<file path="config.mk">
export PLATFORM = sky130hd
export DESIGN_NAME = branch_predict_eval
export DESIGN_NICKNAME = d
export VERILOG_FILES = /design/src/rtl/branch_predict_eval.sv
export SDC_FILE = /design/constraint.sdc
export NUM_CORES = 1
export LEC_CHECK = 0
export CAP_MARGIN = 20
export CORE_MARGIN = 2
export CORE_UTILIZATION = 50
export CTS_CLUSTER_SIZE = 10
export DETAILED_ROUTE_END_ITERATION = 10
export PLACE_DENSITY_LB_ADDON = 0.12
export SLEW_MARGIN = 15
export SYNTH_ARGS = -nofsm -noshare
export SYNTH_HDL_FRONTEND = slang
export SYNTH_SLANG_ARGS = --single-unit
</file>
<file path="constraint.sdc">
create_clock -name clk -period 3.48 [get_ports clk]
set_clock_uncertainty 0.05 [all_clocks]
set_input_delay 0.522 -clock clk [delete_from_list [all_inputs] [get_ports clk]]
set_output_delay 0.522 -clock clk [all_outputs]
set_load 0.02 [all_outputs]
</file>
<file path="src/rtl/branch_predict_eval.sv">
// branch_predict_eval: branch condition resolver with a PC-indexed table of
// 2-bit saturating predictors. The lookup is combinational. The resolved
// outcome and the mispredict pulse are registered.
// Optional BRANCH_STATS_EN adds saturating branch/mispredict counters.
module branch_predict_eval #(
    parameter  int WordSize  = 32,
    parameter  int BhtDepth  = 64,
    localparam int IndexBits = $clog2(BhtDepth)
) (
    input  logic                clk,
    input  logic                rstn,
    input  logic [WordSize-1:0] pred_pc,
    output logic                pred_taken,
    input  logic                res_valid,
    input  logic [WordSize-1:0] res_pc,
    input  logic [1:0]          res_branch_cond,
    input  logic [WordSize-1:0] res_alu_out,
    input  logic                res_pred_taken,
`ifdef BRANCH_STATS_EN
    output logic [31:0]         stat_branches,
    output logic [31:0]         stat_mispredicts,
`endif
    output logic                branch_taken,
    output logic                mispredict
);

    logic [1:0]           bht [BhtDepth];
    logic [IndexBits-1:0] pred_idx, res_idx;
    logic                 taken, is_branch, do_update, mis_next;
    logic [1:0]           cur_ctr, new_ctr;

    // PC bits [1:0] are ignored, and the high bits alias. No tags are kept.
    assign pred_idx = pred_pc[IndexBits+1:2];
    assign res_idx  = res_pc[IndexBits+1:2];

    logic unused_pc_bits;
    assign unused_pc_bits = ^{pred_pc[WordSize-1:IndexBits+2], pred_pc[1:0],
                              res_pc[WordSize-1:IndexBits+2], res_pc[1:0]};

    // The prediction sees the pre-update entry. A same-cycle write lands at the edge.
    assign pred_taken = bht[pred_idx][1];

    // Resolve the condition and build the next value of the saturating counter
    always_comb begin
        taken = 1'b0;
        unique case (res_branch_cond)
            2'd0: taken = 1'b0;
            2'd1: taken = |res_alu_out;
            2'd2: taken = ~|res_alu_out;
            2'd3: taken = 1'b1;
        endcase
        is_branch = res_valid & (res_branch_cond != 2'd0);
        // Unconditional jumps do not train the table. Only cond 1/2 update it.
        do_update = res_valid & (res_branch_cond == 2'd1 || res_branch_cond == 2'd2);
        mis_next  = is_branch & (taken != res_pred_taken);
        cur_ctr   = bht[res_idx];
        new_ctr   = cur_ctr;
        if (taken && cur_ctr != 2'b11)
            new_ctr = cur_ctr + 2'b01;
        else if (!taken && cur_ctr != 2'b00)
            new_ctr = cur_ctr - 2'b01;
    end

    // Registered outcome, mispredict pulse and predictor table
    always_ff @(posedge clk or negedge rstn) begin
        if (!rstn) begin
            branch_taken <= 1'b0;
            mispredict   <= 1'b0;
            for (int i = 0; i < BhtDepth; i++)
                bht[i] <= 2'b01;
        end else begin
            branch_taken <= res_valid & taken;
            mispredict   <= mis_next;
            if (do_update)
                bht[res_idx] <= new_ctr;
        end
    end

`ifdef BRANCH_STATS_EN
    // Saturating statistics counters. They never wrap.
    always_ff @(posedge clk or negedge rstn) begin
        if (!rstn) begin
            stat_branches    <= '0;
            stat_mispredicts <= '0;
        end else begin
            if (is_branch && stat_branches != 32'hFFFF_FFFF)
                stat_branches <= stat_branches + 32'd1;
            if (mis_next && stat_mispredicts != 32'hFFFF_FFFF)
                stat_mispredicts <= stat_mispredicts + 32'd1;
        end
    end
`endif

endmodule

</file>
== Word level (Yosys, flattened, before mapping) ==
Index checks and enable logic that the tools add are counted.
Widths: inputs -> output; s select.
Storage, ports and cells
  logic and storage cells: 104
  register bits after elaboration: 130
  output and inout bits: 3
Operators by class
  mux-type cells: 12
  order comparisons: 3
  equality and inequality tests: 5
  add/sub/neg operators: 2
  reduce and logical (&&, ||, !) cells: 10
  bitwise logic cells: 6
Operators with widths (count)
  $bwmux 128: 1
  $reduce_or 32->1: 1
  $bmux 2 s6: 2
  $ge 7x7->1 const B: 2
  $mux 2: 7
  $not 6->7: 2
  $demux 2 s6: 1
  $lt 7x1->1 const B: 1
  $and 1x1->1: 4
  $eq 2x2->1 const B: 2
  $pmux 1 s4: 1
  $reduce_bool 2->1: 2
  $logic_and 1x1->1: 3
  $add 2x1->2 const B: 1
  $eq 2x1->1 const B: 1
  $logic_not 1->1: 2
  $logic_not 2->1: 1
  $ne 2x2->1 const B: 1
  $sub 2x1->2 const B: 1
  $logic_or 1x1->1: 1
  $ne 1x1->1: 1

== Longest topological paths before layout ==
Gate-level depths: netlist of the first run.
  depth in word-level cells: 9
  mapped depth: 14
  gate-level depth less buffers: 10

== Least setup slack after synthesis of the first run ==
OpenSTA, ideal clock, no wires.
  path kind: in2reg
  start: input res_pc[2]
  end: register bht[123] (netlist bit)
  buffers on the path: 4
  arrival time: 3.509 ns
  slack: -0.239 ns
  cell stages on the path: 14
  path through: buf_2 -> buf_2 -> and2_4 -> buf_6 -> a221oi_2 -> o21ai_1 -> a2111oi_2 -> nand4_2 -> inv_1 -> ha_1 -> or3_1 -> a311oi_4 -> buf_6 -> a31oi_1
Between the ends
  word-level cells in the longest chain between the ends: 9
  elaborated cells on any way between the ends: 18
  classes of those cells: add/sub (2); order compare (2); eq/ne (1); mux (8); bitwise (1); reduce/logical (4)
Ends and longest elaborated chain
  from (decl): RTL line 15  | input logic [WordSize-1:0] res_pc,
  $not 6->7 (implied by the code) *: RTL line 56, 75
  branches (longest 7 deep; another with $sub 2x1->2)
  $bwmux 128 *: RTL line 75  | bht[res_idx] <= new_ctr;
  to (signal, indexed assignment): RTL line 75
  to (decl): RTL line 27  | logic [1:0] bht [BhtDepth];
Mark *: on every way between the ends. The select of a mux whose other input is x is not followed.
A chain may end at the register's enable or synchronous reset.

== Final worst setup path of the first run ==
  start: input pred_pc[3]
  end: output pred_taken
Between the ends
  word-level cells in the longest chain between the ends: 4
Ends and longest elaborated chain
  from (decl): RTL line 12  | input logic [WordSize-1:0] pred_pc,
  $not 6->7 (implied by the code): RTL line 41  | assign pred_taken = bht[pred_idx][1];
  $bmux 2 s6: RTL line 41
  $mux 2 (implied by the code) (2 in series): RTL line 41
  to (decl): RTL line 13  | output logic pred_taken,
No other way between the ends. The select of a mux whose other input is x is not followed.

==> flow_summary.toml, run 1 <==
[yosys]
syn-instance-count = 766
netlist_area_mm2 = 0.00739
syn-num-nets = 871
yosysWarnings = 0
synth_edf_count = 0
synth_cell_types = 57
yosysSeqAreaShare = 0.451
postSynthAreaPerCell_um2 = 9.65
synth-seq-cells = 130
ys.flop_type = "dfrtp_1"
synthArstFlopShare = 1.00

[clock_tree]
cts_tree = "done"
clockBufferDepth = 2
cts.reportedPaths.clkPinSlew_ps = 60
clockRootBuffer = "clkbuf_16"
insertion_delay_ps = 420
numCtsBuffers = 17
cts.sinks = 130
htreeDepth = 4

[critical_path]
cp-startpoint = "pred_pc[3]"
slowest_delay_ps = 530
worstSetupPathType = "in -> out"
crit_arrival_ps = 2860
crit_fanout = 16
end_kind = "output port"
r2r_start = "bht[104]"
worstSetupStartpointType = "input port"
worstPathRequired_ps = 2910
crit_chain = "clkdlybuf4s50_1 > buf_12 > mux4_2 > mux4_2 > mux4_2 > clkdlybuf4s15_1"
cp_slowest_cell = "mux4_2"
path_common_cell = "mux4_2"

[detailed_routing]
drt_iter0_markers = 566
vias = 6475
drc = 0
dr.pass1.iters = 5
wl_mm = 21.8
antenna_left = 0
viasPerCell = 5.92
drt-wirelength-per-cell_um = 20.0

[die]
die_area_mm2 = 0.0158
start_util = 0.510
io_pins = 105
die_w_um = 126
num_rows = 44
die_y_um = 126
coreArea_mm2 = 0.0145

[sta]
slew_headroom = 0.431
slew_violations = 0
report.final.setup_viol = 0
timing.fmax_mhz = 292
worstMarginPinSlew_ps = 850
setup_ws_ps = 50.6
fin_tns_setup_ps = 0
post-route-period-util = 0.985
hold_viol_final = 0
layout_min_cycle_time_ps = 3430

[run]
drv_cap = 0

[worst_hold_path]
hp-class = "reg -> reg"
hold_start = "bht[38]"

[placed_design]
io_buffers = 52
dp_cells = 1040
post-dp-hpwl_mm = 14.7
place_ws_ps = -574
routabilityCongestion = 0.919

[layout]
final_common_cell = "nand2_1"
area_growth_pct = 31.2
fill_cells = 1101
layout_common_cells = "nand2_1 (124), nor2_1 (112), buf_4 (89)"
finalNonFillerCells = 1094
nets = 1002
antenna_cells = 0
drive_gt1_frac = 0.336

[global_route]
grtUsageTotal = 0.283
grt_max_degree = 109
grt_pass1_wl_mm = 35.0
grt-ovfl-total = 0
antenna_found_initial = 0
grt_pass1_vias = 6459

[outcome]
outcome = "completed"

[pwr]
ir_worst_vdd_mv = 0.458
p_leak_uw = 0.00387
powerDensity_mw_per_mm2 = 507
power_uw = 4920
## metrics by stage
step                      hold WS, ps  cell area (um2)   util
after floorplan                   176             7420      -
after global placement            384             8670  0.599
final                             427             9700  0.670
after CTS                         429             9590  0.662
after global routing              450             9700  0.670
after detailed placement          386             8670  0.599
## area by class of cell
| cell class | count | area (um2) | area share |
|---|---|---|---|
| clock buffer | 25 | 528 | 0.0545 |
| clock inverter | 7 | 43.8 | 0.00452 |
| inverter | 7 | 26.3 | 0.00271 |
| multi-input combinational | 576 | 3870 | 0.399 |
| sequential | 130 | 3330 | 0.344 |
| tap | 184 | 230 | 0.0237 |
| timing repair buffer | 165 | 1670 | 0.172 |
## cells by family (layout without fill, tap and decap cells)
group                    count (synthesis)  count (layout)  share of synthesized area
buffers and inverters                   60             204                     0.0437
flip-flops                             130             130                      0.451
multiplexers                            67              67                      0.133
adder cells (fa/ha/maj)                  3               3                    0.00508
AO/OA/AOI/OAI                          201             201                      0.184
AND/OR/NAND/NOR                        303             303                      0.180
XOR/XNOR                                 2               2                    0.00237
## report_power, final
part / leakage [uW] / switching (uW) / internal, uW
Combinational: 0.00205 / 606 / 613
Clock: 0.000284 / 678 / 1050
Sequential: 0.00154 / 165 / 1800
## critical path: cells and delay by family
kind / cells / cell delay, ps
mux: 3 / 1340
buf+inv: 3 / 990
## what timing repair did
action,4_1_cts,5_1_grt
gates resized for setup,29,15
setup endpoints to repair,65,65
hold buffers,1,0
buffers inserted,10,5
pin swaps,6,8
gates cloned,6,1
endpoints found under the hold margin,2,0
## metal layers
layer	track usage	wire length, um	up-vias
li1	-	-	3011
met1	0.389	9710	3184
met2	0.452	10300	246
met3	0.0629	1370	34
met4	0.0863	408	0
met5	0	0	-
## synthesized netlist by cell type (6+ instances only)
library cell	count	area [um2]
nand2_1	124	465
nor2_1	114	428
o21ai_0	68	340
dfrtp_1	66	1650
dfstp_2	64	1680
a21oi_2	40	350
mux2i_1	40	400
a21oi_1	29	145
clkbuf_1	27	101
mux4_2	25	563
a31oi_1	14	87.6
nand3_1	10	50.1
buf_6	9	101
o31ai_1	9	67.6
a221oi_1	8	70.1
nand2b_1	8	50.1
nor4_1	8	50.1
a22oi_1	7	52.6
buf_1	7	26.3
inv_1	7	26.3
buf_2	6	30.0
nor3b_1	6	45.0
## registers in the layout (all words and copies together), names as in the netlist
signal and flops:
branch_taken 1, bht 128, mispredict 1
## path summary, 6_finish.rpt
path / end / slack, ps / cells after the start
setup / recovery: pred_taken / 50 / 6
hold / removal: bht[38] / 430 / 2
setup reg to reg: bht[95] / 220 / 13
hold reg to reg: bht[38] / 430 / 2
max in group asynchronous: bht[9] / 2020 / 3
min in group asynchronous: branch_taken / 480 / 2
Power figures use the tool's default switching activity.
==> inputs of run 2 (changes only) <==
- ABC_AREA: not set -> 1
- CORE_UTILIZATION: 50 -> 51
- HOLD_SLACK_MARGIN: not set -> 0.08
==> run 2 against run 1 <==
Compared with the run above: combinational power is 27% lower; global-route usage increased by 2.3 points; cell area rose by 3.8%; die area grew 11%; hold slack got worse by 370 ps; largest power group is now clock.
==> flow_summary.toml, run 2 <==
[critical_path]
r2r_cells = 15
end_kind = "output port"
crit_arrival_ps = 2770
ff2ff_setup_slack_ps = 600
worstSetupPathType = "in -> out"
worstPathRequired_ps = 2910
r2r_start = "bht[107]"
r2r-end = "bht[7]"
worstSetupStartpointType = "input port"
crit_fanout = 32

[die]
num_rows = 46
die_w_um = 132
start_util = 0.524
io_pins = 105
die_y_um = 132
die_area_mm2 = 0.0174
coreArea_mm2 = 0.0159

[clock_tree]
cts.reportedPaths.clkPinSlew_ps = 60
cts_tree = "done"
clockRootBuffer = "clkbuf_16"
clockBufferDepth = 2
htreeDepth = 4
insertion_delay_ps = 430
numCtsBuffers = 17
cts.sinks = 130
hold_buffers = 0

[layout]
drive_gt1_frac = 0.140
regArea_mm2 = 0.00333
nets = 1466
largestRegisters = "bht (128), branch_taken (1), mispredict (1)"
area_growth_pct = 20.4
largest_register_ffs = 128
antenna_cells = 0
final_util = 0.631
layout_common_cells = "nand2_1 (610), inv_1 (162), nor2_1 (92)"
fill_cells = 1476
multi_input_area_mm2 = 0.00406
final_common_cell = "nand2_1"
top_register = "bht"

[yosys]
synth_common_cells = "nand2_1 (610), inv_1 (162), nor2_1 (92)"
synthTopCellsByArea = "nand2_1 (27%), dfstp_2 (20%), dfrtp_1 (20%)"
netlist_area_mm2 = 0.00836
ys.flop_type = "dfrtp_1"
synth_top_area_share = 0.274
syn-num-nets = 1391
postSynthAreaPerCell_um2 = 6.50
yosysTopAreaCell = "nand2_1"
yosysSeqAreaShare = 0.399
synth_most_common_cell = "nand2_1"
synth-seq-cells = 130
yosysWarnings = 0
synth_cell_types = 30
syn-instance-count = 1286
synth_edf_count = 0
synthArstFlopShare = 1.00

[sta]
hold_viol_final = 0
slew_violations = 0
worstMarginPinSlew_ps = 746
report.final.setup_viol = 0
holdWs_ps = 55.6
layout_min_cycle_time_ps = 3340
timing.fmax_mhz = 299
slew_headroom = 0.503
setup_ws_ps = 140
rsz0062_at_grt = "no"
post-route-period-util = 0.960

[run]
drv_cap = 0

[pwr]
powerDensity_mw_per_mm2 = 460
power_uw = 4630
ir_worst_vdd_mv = 0.361
p_leak_uw = 0.00494

[placed_design]
place_ws_ps = -141
post-dp-hpwl_mm = 17.6
io_buffers = 52
routabilityCongestion = 0.928

[global_route]
grt_max_degree = 76
grtUsageTotal = 0.306
grt_pass1_vias = 8147
grt_pass1_wl_mm = 42.1
grt-ovfl-total = 0
antenna_found_initial = 0

[outcome]
outcome = "completed"

[detailed_routing]
antenna_left = 0
wl_mm = 26.1
drc = 0
drt_iter0_markers = 857
drt-wirelength-per-cell_um = 16.4
viasPerCell = 5.32
vias = 8452
dr.pass1.iters = 6

[worst_hold_path]
hp-class = "in -> async"
==> run 2: cell types whose count changed in the layout (fill, tap and decap cells not counted), sizes merged, moves of 25 or more <==
cell | before | now
mux4 | 25 | 0
nand2 | 124 | 614
buf | 113 | 55
nor3 | 4 | 35
mux2i | 40 | 0
inv | 9 | 165
a21oi | 69 | 19
nand3 | 10 | 102
==> run 2: repair_timing <==
action	in CTS	in global routing
resized for setup	0	2
buffers inserted	0	0
setup endpoints to repair	0	3
endpoints found under the hold margin	0	0
==> run 2: final cells by class <==
type / instances / area share
repair buffers: 106 / 0.114
multi-input cells: 940 / 0.404
clock buffers: 22 / 0.0471
flip-flops and latches: 130 / 0.331
clock inverters: 9 / 0.0153
inverters: 166 / 0.0622
well taps: 216 / 0.0268
==> run 2: power by group <==
| group | switching [uW] | leakage [uW] | total (uW) | internal (uW) |
|---|---|---|---|---|
| Clock | 689 | 0.000302 | 1940 | 1250 |
| Combinational | 552 | 0.00307 | 888 | 337 |
| Sequential | 94.1 | 0.00157 | 1810 | 1710 |
==> run 2: cell families (layout without fill, tap and decap cells) <==
| family | Yosys count | in the layout | share of synthesized area |
|---|---|---|---|
| AOI/OAI and AO/OA | 84 | 84 | 0.0545 |
| adders and majority gates | 3 | 3 | 0.00449 |
| buffers and inverters | 216 | 303 | 0.115 |
| DFF | 130 | 130 | 0.399 |
| and+or+nand+nor | 853 | 853 | 0.427 |
==> run 2: layer usage <==
layer	track usage	share of wire
met1	0.402	0.43
met2	0.500	0.46
met3	0.0531	0.073
met4	0.132	0.036
met5	0	0
==> run 2: how the worst max path moves through the flow <==
stage                           from    endpoint  slack, ps  cells after the start
final                     pred_pc[3]  pred_taken        140                     10
after global routing       res_pc[4]      bht[7]         20                     18
after CTS                 pred_pc[2]  pred_taken         90                     10
after detailed placement   res_pc[3]      bht[9]       -140                     18
after global placement     res_pc[3]     bht[85]        -90                     18
after floorplan            res_pc[2]    bht[101]        770                     17
==> run 2: per-stage QoR <==
stage | std cells | TNS [ps] | cell area, um2
3_3_place_gp | 1557 | -5070 | 9410
4_1_cts | 1588 | 0 | 10000
6_report | 1589 | 0 | 10100
2_1_floorplan | 1286 | 0 | 8360
3_5_place_dp | 1557 | -9350 | 9410
5_1_grt | 1589 | 0 | 10100
==> run 2: worst max-delay path: stages <==
cell and delay, ps:
clkdlybuf4s50_1 500, buf_12 210, o21ai_0 110, o21ai_0 190, buf_4 150, nor2_1 40, o211ai_1 220, nand3_1 90
nand2_1 110, clkdlybuf4s50_1 610
